### config.mk
export PLATFORM = sky130hd
export DESIGN_NAME = snn_spike_readout
export DESIGN_NICKNAME = d
export VERILOG_FILES = /design/src/rtl/snn_readout_pkg.sv /design/src/rtl/sat_counter.sv /design/src/rtl/snn_spike_readout.sv
export SDC_FILE = /design/constraint.sdc
export NUM_CORES = 1
export LEC_CHECK = 0
export ABC_AREA = 1
export BUFFER_PORTS_ARGS = -buffer_cell sky130_fd_sc_hd__buf_4
export CAP_MARGIN = 40
export CORE_MARGIN = 3
export CORE_UTILIZATION = 23
export CTS_BUF_LIST = sky130_fd_sc_hd__clkbuf_4 sky130_fd_sc_hd__clkbuf_8
export DETAILED_ROUTE_END_ITERATION = 8
export PLACE_DENSITY = 0.5
export SYNTH_ARGS = -nofsm -noshare
export SYNTH_HDL_FRONTEND = slang
export SYNTH_SLANG_ARGS = --single-unit
### constraint.sdc
create_clock -name clk -period 2.28 [get_ports clk]
set_input_delay 0 -clock clk [delete_from_list [all_inputs] [get_ports clk]]
set_output_delay 0 -clock clk [all_outputs]
set_load 0.01 [all_outputs]
### src/rtl/snn_readout_pkg.sv
// Shared types and default sizing for the spiking-network output readout.
package snn_readout_pkg;

  localparam int unsigned DefNeurons    = 8;
  localparam int unsigned DefCountBits  = 8;
  localparam int unsigned DefWindowBits = 8;

  typedef enum logic [1:0] {
    StIdle  = 2'd0,
    StAccum = 2'd1,
    StScan  = 2'd2,
    StDone  = 2'd3
  } state_e;

endpackage

### src/rtl/sat_counter.sv
// Up-counter with synchronous clear that sticks at all-ones instead of wrapping.
module sat_counter #(
  parameter int unsigned Width = 8
) (
  input  logic             clk,
  input  logic             reset,
  input  logic             clear_i,
  input  logic             inc_i,
  output logic [Width-1:0] q_o
);

  localparam logic [Width-1:0] One = Width'(1);

  logic [Width-1:0] q_q, q_d;

  // Clear has priority over increment; increment is dropped once saturated.
  always_comb begin
    q_d = q_q;
    if (clear_i) begin
      q_d = '0;
    end else if (inc_i && (q_q != '1)) begin
      q_d = q_q + One;
    end
  end

  // Counter register.
  always_ff @(posedge clk) begin
    if (reset) begin
      q_q <= '0;
    end else begin
      q_q <= q_d;
    end
  end

  assign q_o = q_q;

endmodule

### src/rtl/snn_spike_readout.sv
// Output-layer readout: counts spikes per neuron over a window of execute steps, then
// walks the counters serially to find the argmax class, its count and a tie flag.
module snn_spike_readout
  import snn_readout_pkg::*;
#(
  parameter int unsigned Neurons    = DefNeurons,
  parameter int unsigned CountBits  = DefCountBits,
  parameter int unsigned WindowBits = DefWindowBits,
  localparam int unsigned IdxBits   = (Neurons > 1) ? $clog2(Neurons) : 1
) (
  input  logic                         clk,
  input  logic                         reset,
  input  logic                         enable_i,
  input  logic [Neurons-1:0]           spikes_i,
  input  logic [WindowBits-1:0]        window_len_i,
  input  logic                         start_i,
  output logic                         busy_o,
  output logic                         result_valid_o,
  input  logic                         result_ready_i,
  output logic [IdxBits-1:0]           result_class_o,
  output logic [CountBits-1:0]         result_count_o,
  output logic                         result_tie_o,
  output logic [Neurons*CountBits-1:0] counts_flat_o
);

  localparam logic [WindowBits-1:0] StepOne = WindowBits'(1);
  localparam logic [IdxBits-1:0]    IdxOne  = IdxBits'(1);
  localparam logic [IdxBits-1:0]    IdxLast = IdxBits'(Neurons - 1);

  state_e                state_q, state_d;
  logic [WindowBits-1:0] step_q, step_d;
  logic [WindowBits-1:0] len_q, len_d;
  logic [IdxBits-1:0]    idx_q, idx_d;
  logic [CountBits-1:0]  best_q, best_d;
  logic [IdxBits-1:0]    class_q, class_d;
  logic                  tie_q, tie_d;

  logic [CountBits-1:0]  counts [Neurons];
  logic                  clear_cnt;
  logic                  acc_step;
  logic [CountBits-1:0]  cur_count;

  assign clear_cnt = (state_q == StIdle) && start_i;
  assign acc_step  = (state_q == StAccum) && enable_i;

  for (genvar g = 0; g < Neurons; g++) begin : gen_cnt
    sat_counter #(
      .Width(CountBits)
    ) u_cnt (
      .clk    (clk),
      .reset  (reset),
      .clear_i(clear_cnt),
      .inc_i  (acc_step && spikes_i[g]),
      .q_o    (counts[g])
    );
    assign counts_flat_o[g*CountBits +: CountBits] = counts[g];
  end

  // Single shared comparator input for the serial argmax.
  assign cur_count = counts[idx_q];

  // Next-state logic: window control, step counting and the serial argmax scan.
  always_comb begin
    state_d = state_q;
    step_d  = step_q;
    len_d   = len_q;
    idx_d   = idx_q;
    best_d  = best_q;
    class_d = class_q;
    tie_d   = tie_q;
    unique case (state_q)
      StIdle: begin
        if (start_i) begin
          len_d   = window_len_i;
          step_d  = '0;
          idx_d   = '0;
          // An empty window skips accumulation and scans the freshly cleared counters.
          state_d = (window_len_i == '0) ? StScan : StAccum;
        end
      end
      StAccum: begin
        if (enable_i) begin
          step_d = step_q + StepOne;
          if ((step_q + StepOne) == len_q) begin
            state_d = StScan;
          end
        end
      end
      StScan: begin
        if (idx_q == '0) begin
          best_d  = cur_count;
          class_d = '0;
          tie_d   = 1'b0;
        end else if (cur_count > best_q) begin
          best_d  = cur_count;
          class_d = idx_q;
          tie_d   = 1'b0;
        end else if (cur_count == best_q) begin
          // Keep the lower index, just flag that the max is shared.
          tie_d = 1'b1;
        end
        idx_d = idx_q + IdxOne;
        if (idx_q == IdxLast) begin
          idx_d   = '0;
          state_d = StDone;
        end
      end
      StDone: begin
        if (result_ready_i) begin
          state_d = StIdle;
        end
      end
      default: state_d = StIdle;
    endcase
  end

  // State and datapath registers.
  always_ff @(posedge clk) begin
    if (reset) begin
      state_q <= StIdle;
      step_q  <= '0;
      len_q   <= '0;
      idx_q   <= '0;
      best_q  <= '0;
      class_q <= '0;
      tie_q   <= 1'b0;
    end else begin
      state_q <= state_d;
      step_q  <= step_d;
      len_q   <= len_d;
      idx_q   <= idx_d;
      best_q  <= best_d;
      class_q <= class_d;
      tie_q   <= tie_d;
    end
  end

  assign busy_o         = (state_q == StAccum) || (state_q == StScan);
  assign result_valid_o = (state_q == StDone);
  assign result_class_o = class_q;
  assign result_count_o = best_q;
  assign result_tie_o   = tie_q;

endmodule
==> impl_results.md, run 1 <==
- Total CTS buffers: 9
- Setup violators final: 12
- YS warnings: 0
- Final Skew: 0.01426 ns
- Clock Path Buffers: 2
- Synth Net Count: 838
- Met3 routed WL: 549 um
- CP cell instances: inv_8 -> clkbuf_16 -> a21oi_2 -> o21ai_2 -> a31oi_2 -> ha_1 -> nand2_1 -> nor2_2 -> a21boi_1 -> o21ai_1 -> nand2_2 -> buf_2 -> nand4_1 -> o21ai_1
- Arrival time at the worst endpoint: 2.68 ns
- Met2 wire length: 8.388 mm
- Synth Area per Inst: 6.777 um2
- Clock-pin slew on the worst setup and hold paths: 0.10 ns
- Post-synthesis cell count: 792
- Setup WS pre-CTS: -0.2441 ns
- Drt first pass iters: 5
- Post-synth cell types: 37
- EDFF count, synth: 0
- Failing checks: negative setup slack
- Setup TNS Final: -1.179 ns
- Die Footprint: 25210 um2
- Max Fanout on Critical Path: 6
- Area Overhead vs Synth: 44.48%
- #FFs+latches synth: 97
- Wl on met1: 8.823 mm
- Largest cells by area after synthesis: dfxtp_1, o21ai_0, nand2_1
- Power consumption: 5892 uW
- # rows: 55
- Placer's final routability congestion estimate: 0.8329
- Yosys top cell area share: 36.18%
- Final-report max-slew violation count: 0
- Period utilization: 105.3%
- Final worst setup slack: -0.1206 ns
- Max Used Layer: met4
- Slew headroom: 46.55%
- Core Area: 22780 um2
- DRT antenna net count: 0
- Vias per std cell: 4.366
- Final nets: 1040
- Max IR drop VDD: 0.3435 mV
- Gr ovfl total: 0
- Hold Violations, Final: 0
- Worst Tran Pin Value: 0.8009 ns
- Static Leak: 0.003361 uW
- Mapped cell area: 5368 um2
- Worst path most repeated cell: o21ai_1
- PortBufs: 98
- F_max: 416.6 MHz
- First-pass GRT wire length: 28.34 mm
- Die Wd: 158.8 um
- Initial Utilization: 23.56%
- Final min period: 2.401 ns
- Crit. End Element: register
- Ys flop type: dfxtp_1
- Clock Sink Count: 97
- Number of placed I/O pins: 99
- CTS H-tree lvls: 3
- RSZ-0062 raised after global routing: yes
- Largest net degree at the start of global routing: 33
- Critical Path RT: 2.55 ns
- Slowest cell on crit path: dfxtp_4
- Max incr delay on CP: 0.43 ns
- Cell taking the most area after synthesis: dfxtp_1
- Initial antenna violation count: 0
- Diodes inserted: 0
- # DRC: 0
- Critical path class: register to register
- Clock insertion delay at the later pin of the skew report: 0.39 ns
- Hold crit path type: primary input to register
- Max_cap viols: 0
- HPWL after detailed placement: 13.60 mm
- CTS tree: done
- Layout cells sized above 1: 28.33%
- Routed via count: 5728
- Gr usage total: 13.84%
- Outcome: finished with violations
- CTS root buf: clkbuf_8
- Vias in the first global route: 5330
- Asr flop ratio synth: 0%
- Power Density: 759.8 nW/um2
- Initial DRC count: 286
- Finished Core Util: 34.05%
- CP Launch Type: register
- WL final: 17.96 mm
- Register area share after synthesis: 36.18%
- Die Ht: 158.8 um
- DR WL/cell: 13.69 um
==> cell families after synthesis <==
group                      Yosys count  synth area share (%)
DFF                                 97                 36.18
AOI/OAI and AO/OA                  221                 21.47
buffers and inverters              139                 10.09
adders and majority gates           25                 5.828
and+or+nand+nor                    302                 25.13
xor gates and xnor gates             8                 1.305
==> worst max-delay path: cells and delay by family, from the launching register on <==
family          cells  cell delay [ns]
compound gates      6             0.87
fa+ha+maj           1             0.28
simple gates        4             0.33
flops               1             0.43
buf+inv             3             0.38
==> cell type report <==
class,instances,area (um2)
fillers,2488,15020
multi-input cells,556,3032
flip-flops and latches,97,1947
repair buffers,214,1743
inverters,116,445.4
well taps,313,391.6
clock buffers,11,151.4
clock inverters,5,45.04
==> cells in the mapped netlist, types with 2 or more instances <==
| library cell | n |
|---|---|
| a31oi_1 | 6 |
| nor2_2 | 6 |
| ha_1 | 25 |
| dfxtp_1 | 97 |
| nor3_1 | 16 |
| o21ai_2 | 2 |
| nor4_1 | 5 |
| xor2_1 | 7 |
| a21oi_1 | 97 |
| nor4_2 | 2 |
| buf_2 | 10 |
| nor2_1 | 68 |
| a211oi_1 | 3 |
| clkbuf_1 | 10 |
| inv_2 | 4 |
| nand3_1 | 41 |
| nor3b_1 | 5 |
| inv_1 | 112 |
| nand2_2 | 9 |
| o21a_1 | 2 |
| nand4_1 | 15 |
| o21ai_0 | 100 |
| nand2_1 | 131 |
| o21ai_1 | 5 |
| buf_4 | 2 |
==> registers in the layout, indices dropped and copies added, names as in the netlist <==
| signal | flops |
|---|---|
| idx_q | 3 |
| result_class_o | 3 |
| step_q | 8 |
| len_q | 8 |
| result_tie_o | 1 |
| state_q | 2 |
| result_count_o | 8 |
| gen_cnt.u_cnt.q_o | 64 |
==> per-stage QoR <==
stage                     hold WS, ns  area [um2]  instances
after floorplan               0.07847        5368        792
after global placement         0.2733        7017       1262
after detailed placement       0.2813        7017       1262
after CTS                     0.03300        7566       1304
after global routing          0.08454        7755       1312
final                         0.04933        7755       1312
==> report_power, final <==
| group | total, uW | leakage (uW) | switching (uW) | internal [uW] |
|---|---|---|---|---|
| clock | 1170 | 0.0000989 | 691 | 477 |
| combinational | 2800 | 0.00248 | 1430 | 1370 |
| sequential | 1920 | 0.000785 | 109 | 1810 |
==> routing by layer <==
| metal | vias up | GRT usage [%] |
|---|---|---|
| met2 | 107 | 23.09 |
| li1 | 3032 | - |
| met3 | 13 | 2.452 |
| met4 | 0 | 3.064 |
| met1 | 2576 | 18.72 |
| met5 | - | 0 |
==> path summary, 6_finish.rpt <==
check	start	to	slack, ns	cells past startpoint
setup / recovery	idx_q[0]	result_count_o[7]	-0.12	14
hold / removal	spikes_i[4]	gen_cnt[4].u_cnt.q_o[0]	0.05	5
setup reg to reg	idx_q[0]	result_count_o[7]	-0.12	14
hold reg to reg	len_q[3]	len_q[3]	0.49	2
==> timing repair <==
action	in CTS	in global routing
pin swaps	10	21
cloned	1	3
setup endpoints to repair	12	12
hold buffers	10	0
resized for setup	58	32
hold endpoints to repair	23	0
setup buffers	15	5
==> cells in the final DEF (no fill, tap or decap), types with 5 or more instances in the layout <==
master	Yosys	layout
buf_4	2	191
nand2_1	131	127
inv_1	112	111
dfxtp_1	97	95
a21oi_1	97	89
o21ai_0	100	67
nor2_1	68	64
nand3_1	41	40
o21ai_1	5	29
ha_1	25	25
nor3_1	16	16
nand4_1	15	15
o21ai_2	2	11
nand2_2	9	11
clkbuf_8	0	11
dlygate4sd3_1	0	10
nor2_2	6	9
a21oi_2	0	8
xor2_1	7	7
a31oi_2	0	6
nor3b_1	5	5
nor4_1	5	5
buf_6	0	5
Note: power is estimated with default switching activity, not from simulation.
==> run 2: changes to the inputs <==
--- a/config.mk
+++ b/config.mk
@@ -12,7 +12,7 @@
 export CORE_UTILIZATION = 23
 export CTS_BUF_LIST = sky130_fd_sc_hd__clkbuf_4 sky130_fd_sc_hd__clkbuf_8
 export DETAILED_ROUTE_END_ITERATION = 8
-export PLACE_DENSITY = 0.5
+export PLACE_DENSITY = 0.44
 export SYNTH_ARGS = -nofsm -noshare
 export SYNTH_HDL_FRONTEND = slang
 export SYNTH_SLANG_ARGS = --single-unit
==> run 2 against run 1 <==
Against the previous run:
- the run still ends with negative setup slack left
- largest power group unchanged
- clock-buffer cell count fell by 1
- sequential power hardly changed
- combinational power shrank 5%
- non-clock buffer count is 1 higher
==> impl_results.md, run 2 (synthesis gave the netlist of run 1 again) <==
- Initial Utilization: 23.56%
- Fillers: 2489
- Max IR drop VDD: 0.4126 mV
- CP Launch Type: register
- Routed via count: 5645
- PortBufs: 98
- CTS tree: done
- Critical path class: register to register
- Die Wd: 158.8 um
- Final Skew: 0.01963 ns
- Crit. End Element: register
- Clock-pin slew on the worst setup and hold paths: 0.10 ns
- Clock Path Buffers: 2
- Max reg flops: 64
- CTS root buf: clkbuf_8
- Die Ht: 158.8 um
- Max Fanout on Critical Path: 17
- Worst Tran Pin Value: 0.7223 ns
- # DRC: 0
- Drt first pass iters: 4
- Final worst setup slack: -0.06354 ns
- CTS H-tree lvls: 3
- Final min period: 2.344 ns
- Hold Startpoint: spikes_i[5]
- Initial DRC count: 308
- Clock Sink Count: 97
- Hold crit path type: primary input to register
- Diodes inserted: 0
- Final-report max-slew violation count: 0
- Multi-input gate area: 3052 um2
- Placer's final routability congestion estimate: 0.7889
- Largest net degree at the start of global routing: 33
- WL final: 17.85 mm
- FF-to-FF Start: idx_q[0]
- HPWL after detailed placement: 13.97 mm
- Vias in the first global route: 5354
- Met3 routed WL: 654 um
- # rows: 55
- Initial antenna violation count: 0
- Area Overhead vs Synth: 43.80%
- Gr ovfl total: 0
- First-pass GRT wire length: 28.21 mm
- Finished Core Util: 33.89%
- Setup violators final: 12
- Register area: 1949 um2
- Hold Violations, Final: 0
- Worst Hold Path Cells: 5
- Number of placed I/O pins: 99
- Fin area: 7719 um2
- Period utilization: 102.8%
- Core Area: 22780 um2
- Worst R2R Setup Slack: -0.06 ns
- RSZ-0062 raised after global routing: yes
- Die Footprint: 25210 um2
- Failing checks: negative setup slack
- Max_cap viols: 0
- Power Density: 734.6 nW/um2
- Most frequent cells in the layout: buf_4, nand2_1, inv_1, dfxtp_1, a21oi_1
- DR WL/cell: 13.59 um
- Hold Slack: 0.05485 ns
- Reg2reg path depth: 16
- Vias per std cell: 4.299
- Critical Path RT: 2.59 ns
- Post-DP Area: 7112 um2
- Met2 wire length: 8.386 mm
- Layout cells sized above 1: 28.80%
- Final nets: 1041
- Outcome: finished with violations
- Reg-to-reg critical path endpoint: result_count_o[0]
- Most common cell after layout, fill and taps aside: buf_4
- Gr usage total: 13.85%
- Static Leak: 0.003345 uW
- Clock insertion delay at the later pin of the skew report: 0.39 ns
- DRT antenna net count: 0
- Slew headroom: 51.79%
- F_max: 426.7 MHz
- Endpoint, Worst Hold: gen_cnt[5].u_cnt.q_o[0]
- Wl on met1: 8.613 mm
- Max Used Layer: met4
- Arrival time at the worst endpoint: 2.65 ns
- Total CTS buffers: 9
## run 2: changes by cell type in the layout (fill, tap and decap cells not counted), sizes merged
cell,change
inv,-4
clkbuf,-3
clkinv,+5
buf,+3
## run 2: what timing repair did
item                                    CTS  global route
gates resized for setup                  48            29
pin swaps                                 8            11
buffers inserted                         10             3
gates cloned                              1             0
hold buffers                             10             0
endpoints found under the hold margin    23             0
endpoints found under the setup margin   12            12
## run 2: final cells by class
type                    instances  area share, %
flip-flops and latches         97          25.26
clock inverters                 6         0.5674
clock buffers                  10          1.783
repair buffers                215          22.08
well taps                     313          5.074
multi-input cells             556          39.54
inverters                     116          5.706
## run 2: routing by layer
metal | vias to the layer above | global-route usage (%)
li1 | 3039 | -
met1 | 2506 | 18.29
met2 | 91 | 23.30
met3 | 9 | 2.557
met4 | 0 | 3.581
met5 | - | 0
## run 2: how the worst max path moves through the flow
stage | startpoint | cells after the start | end | slack, ns
after global placement | idx_q[0] | 16 | result_count_o[1] | -0.21
after floorplan | idx_q[1] | 15 | result_count_o[1] | 0.08
after CTS | idx_q[0] | 17 | result_count_o[0] | -0.07
after detailed placement | idx_q[0] | 15 | result_count_o[3] | -0.25
after global routing | idx_q[0] | 18 | result_class_o[0] | -0.25
final | idx_q[0] | 16 | result_count_o[0] | -0.06
## run 2: through the flow
stage	worst slack, ns	total power [uW]	cells	TNS [ns]
5_1_grt	-0.2510	6119	1313	-2.708
4_1_cts	-0.07231	5602	1310	-0.6053
3_5_place_dp	-0.2505	4101	1273	-2.665
6_report	-0.06354	5670	1313	-0.4853
3_3_place_gp	-0.2074	4114	1273	-2.243
2_1_floorplan	0.07637	3196	792	0
## run 2: critical path, cell delays in order (launching register included)
cell and delay, ns:
dfxtp_4 0.38, buf_8 0.15, a21oi_2 0.14, o21ai_1 0.08, o21ai_0 0.07, nor2_1 0.07
a31oi_2 0.19, ha_1 0.27, nand2_1 0.10, nor2_2 0.04, a21boi_2 0.14, o21ai_1 0.12
nand2_1 0.11, nand2_2 0.09, buf_6 0.11, nand2_1 0.04, a21oi_1 0.13
## run 2: power by group
| group | total (uW) | internal, uW | switching [uW] |
|---|---|---|---|
| clock | 1090 | 429 | 664 |
| combinational | 2670 | 1270 | 1400 |
| sequential | 1910 | 1820 | 95.1 |
| total | 5670 | 3510 | 2160 |
==> run 3: changes to the inputs <==
==> constraint.sdc (replaced) <==
create_clock -name clk -period 2 [get_ports clk]
set_input_delay 0 -clock clk [delete_from_list [all_inputs] [get_ports clk]]
set_output_delay 0 -clock clk [all_outputs]
set_load 0.01 [all_outputs]
==> run 3 against run 2 <==
Against the previous run:
- clock-buffer cell count unchanged
- the flow still finishes with violations (negative setup slack)
- maximum frequency decreased by 0.97%
- critical endpoint unchanged
- largest power group unchanged
- power increased by 19%
- sequential share of layout area decreased by 0.66 points
- die area unchanged
==> impl_results.md, run 3 (synthesis gave the netlist of run 1 again) <==
- F_max: 422.6 MHz
- Final nets: 1070
- # rows: 55
- Gr usage total: 14.52%
- Gr ovfl total: 0
- Clock share of power: 22.5%
- Crit. End Element: register
- Power consumption: 6738 uW
- Die Ht: 158.8 um
- Final min period: 2.366 ns
- Sw Share: 37.27%
- Sequential Power Share: 32.5%
- DRT antenna net count: 0
- Arrival time at the worst endpoint: 2.69 ns
- Clock Path Buffers: 2
- # DRC: 0
- Core Area: 22780 um2
- P_sw: 2511 uW
- Setup TNS Final: -4.052 ns
- HPWL after detailed placement: 14.18 mm
- CTS H-tree lvls: 3
- Hold crit path type: primary input to register
- Routed via count: 5833
- Worst Tran Pin Value: 0.7594 ns
- Most common cell after layout, fill and taps aside: buf_4
- Die Wd: 158.8 um
- Max reg flops: 64
- First-pass GRT wire length: 29.75 mm
- Hold Violations, Final: 0
- Clock-pin slew on the worst setup and hold paths: 0.10 ns
- Critical Path RT: 2.33 ns
- Setup WS pre-CTS: -0.5012 ns
- Period utilization: 118.3%
- Slew headroom: 49.32%
- Final-report max-slew violation count: 0
- Largest net degree at the start of global routing: 50
- RSZ-0062 raised after global routing: yes
- Most frequent cells in the layout: buf_4, nand2_1, inv_1, dfxtp_1, a21oi_1
- Diodes inserted: 0
- Outcome: finished with violations
- PortBufs: 98
- Die Footprint: 25210 um2
- WL final: 18.38 mm
- Setup violators final: 12
- Final Skew: 0.01210 ns
- Initial DRC count: 333
- Drt first pass iters: 5
- Initial Utilization: 23.56%
- Critical path class: register to register
- Comb power frac: 45.1%
- Total CTS buffers: 9
- Vias in the first global route: 5686
- Max Fanout on Critical Path: 5
- Vias per std cell: 4.346
- Initial antenna violation count: 0
- Area Overhead vs Synth: 47.86%
- Layout cells sized above 1: 30.03%
- CTS tree: done
- Placer's final routability congestion estimate: 0.8449
- Internal power: 4227 uW
- Failing checks: negative setup slack
- DR WL/cell: 13.70 um
- Final worst setup slack: -0.3664 ns
- CP Launch Type: register
- Static Leak: 0.003500 uW
- Power Density: 849.0 nW/um2
- Max IR drop VDD: 0.3681 mV
- Clock insertion delay at the later pin of the skew report: 0.39 ns
- CTS root buf: clkbuf_8
- Number of placed I/O pins: 99
- Clock Sink Count: 97
- Max_cap viols: 0
## run 3: changes by cell type in the layout (fill, tap and decap cells not counted), moves of 3 or more
cell      before  now
o21ai_1       20   26
nand2_4        0    3
o21ai_2       11    7
clkinv_4       3    0
buf_4        199  225
a21oi_2       10    6
buf_6          2    6
a21oi_1       86   91
## run 3: repair_timing
| item | CTS | global route |
|---|---|---|
| buffers inserted | 13 | 4 |
| pin swaps | 15 | 11 |
| hold buffers | 10 | 0 |
| hold endpoints to repair | 22 | 0 |
| gates resized for setup | 21 | 35 |
| setup endpoints to repair | 12 | 31 |
## run 3: critical path: stages (launching register included)
cell and delay (ns):
dfxtp_4 0.39, buf_6 0.13, a21oi_2 0.10, o21ai_1 0.08, o21ai_1 0.07, nor2_1 0.06, a31oi_2 0.23, ha_1 0.31
a21oi_2 0.16, o21ai_0 0.12, o21ai_2 0.16, nand2_2 0.11, nand2_4 0.10, buf_6 0.09, nand2_1 0.05, a21oi_2 0.13
## run 3: per-layer routing
layer / global-route usage [%] / vias up / routed length (um)
li1: - / 3095 / -
met1: 18.72 / 2616 / 8770
met2: 24.68 / 104 / 8749
met3: 2.792 / 18 / 612
met4: 4.218 / 0 / 250
met5: 0 / - / 0
## run 3: final timing paths
check,slack [ns],end,cells after the start,from
worst min-delay path,0.04,gen_cnt[5].u_cnt.q_o[0],5,spikes_i[5]
worst max-delay path,-0.37,result_count_o[0],15,idx_q[0]
worst max register to register,-0.37,result_count_o[0],15,idx_q[0]
worst min register to register,0.49,len_q[6],2,len_q[6]
## run 3: final cells by class
cell class,instances,area (um2)
fill,2471,14840
multi-input combinational,556,3005
sequential,97,1952
timing repair buffer,244,1912
inverter,116,449.2
tap,313,391.6
clock buffer,10,137.6
clock inverter,6,88.84
## run 3: through the flow
step,cells,utilization (%),cell area (um2),hold WS (ns)
floorplan,792,-,5428,0.06872
global placement,1299,32.11,7315,0.2907
detailed placement,1299,32.11,7315,0.2910
CTS,1338,34.21,7792,0.01079
global route,1342,34.84,7936,0.05758
finish,1342,34.84,7936,0.03941
## run 3: power groups by stage
stage | logic, uW | clock network, uW | registers (uW)
6_report | 3040 | 1510 | 2190
4_1_cts | 2790 | 1590 | 2180
3_3_place_gp | 2530 | 0 | 2220
3_5_place_dp | 2510 | 0 | 2220
2_1_floorplan | 1570 | 0 | 2230
5_1_grt | 3390 | 1640 | 2210
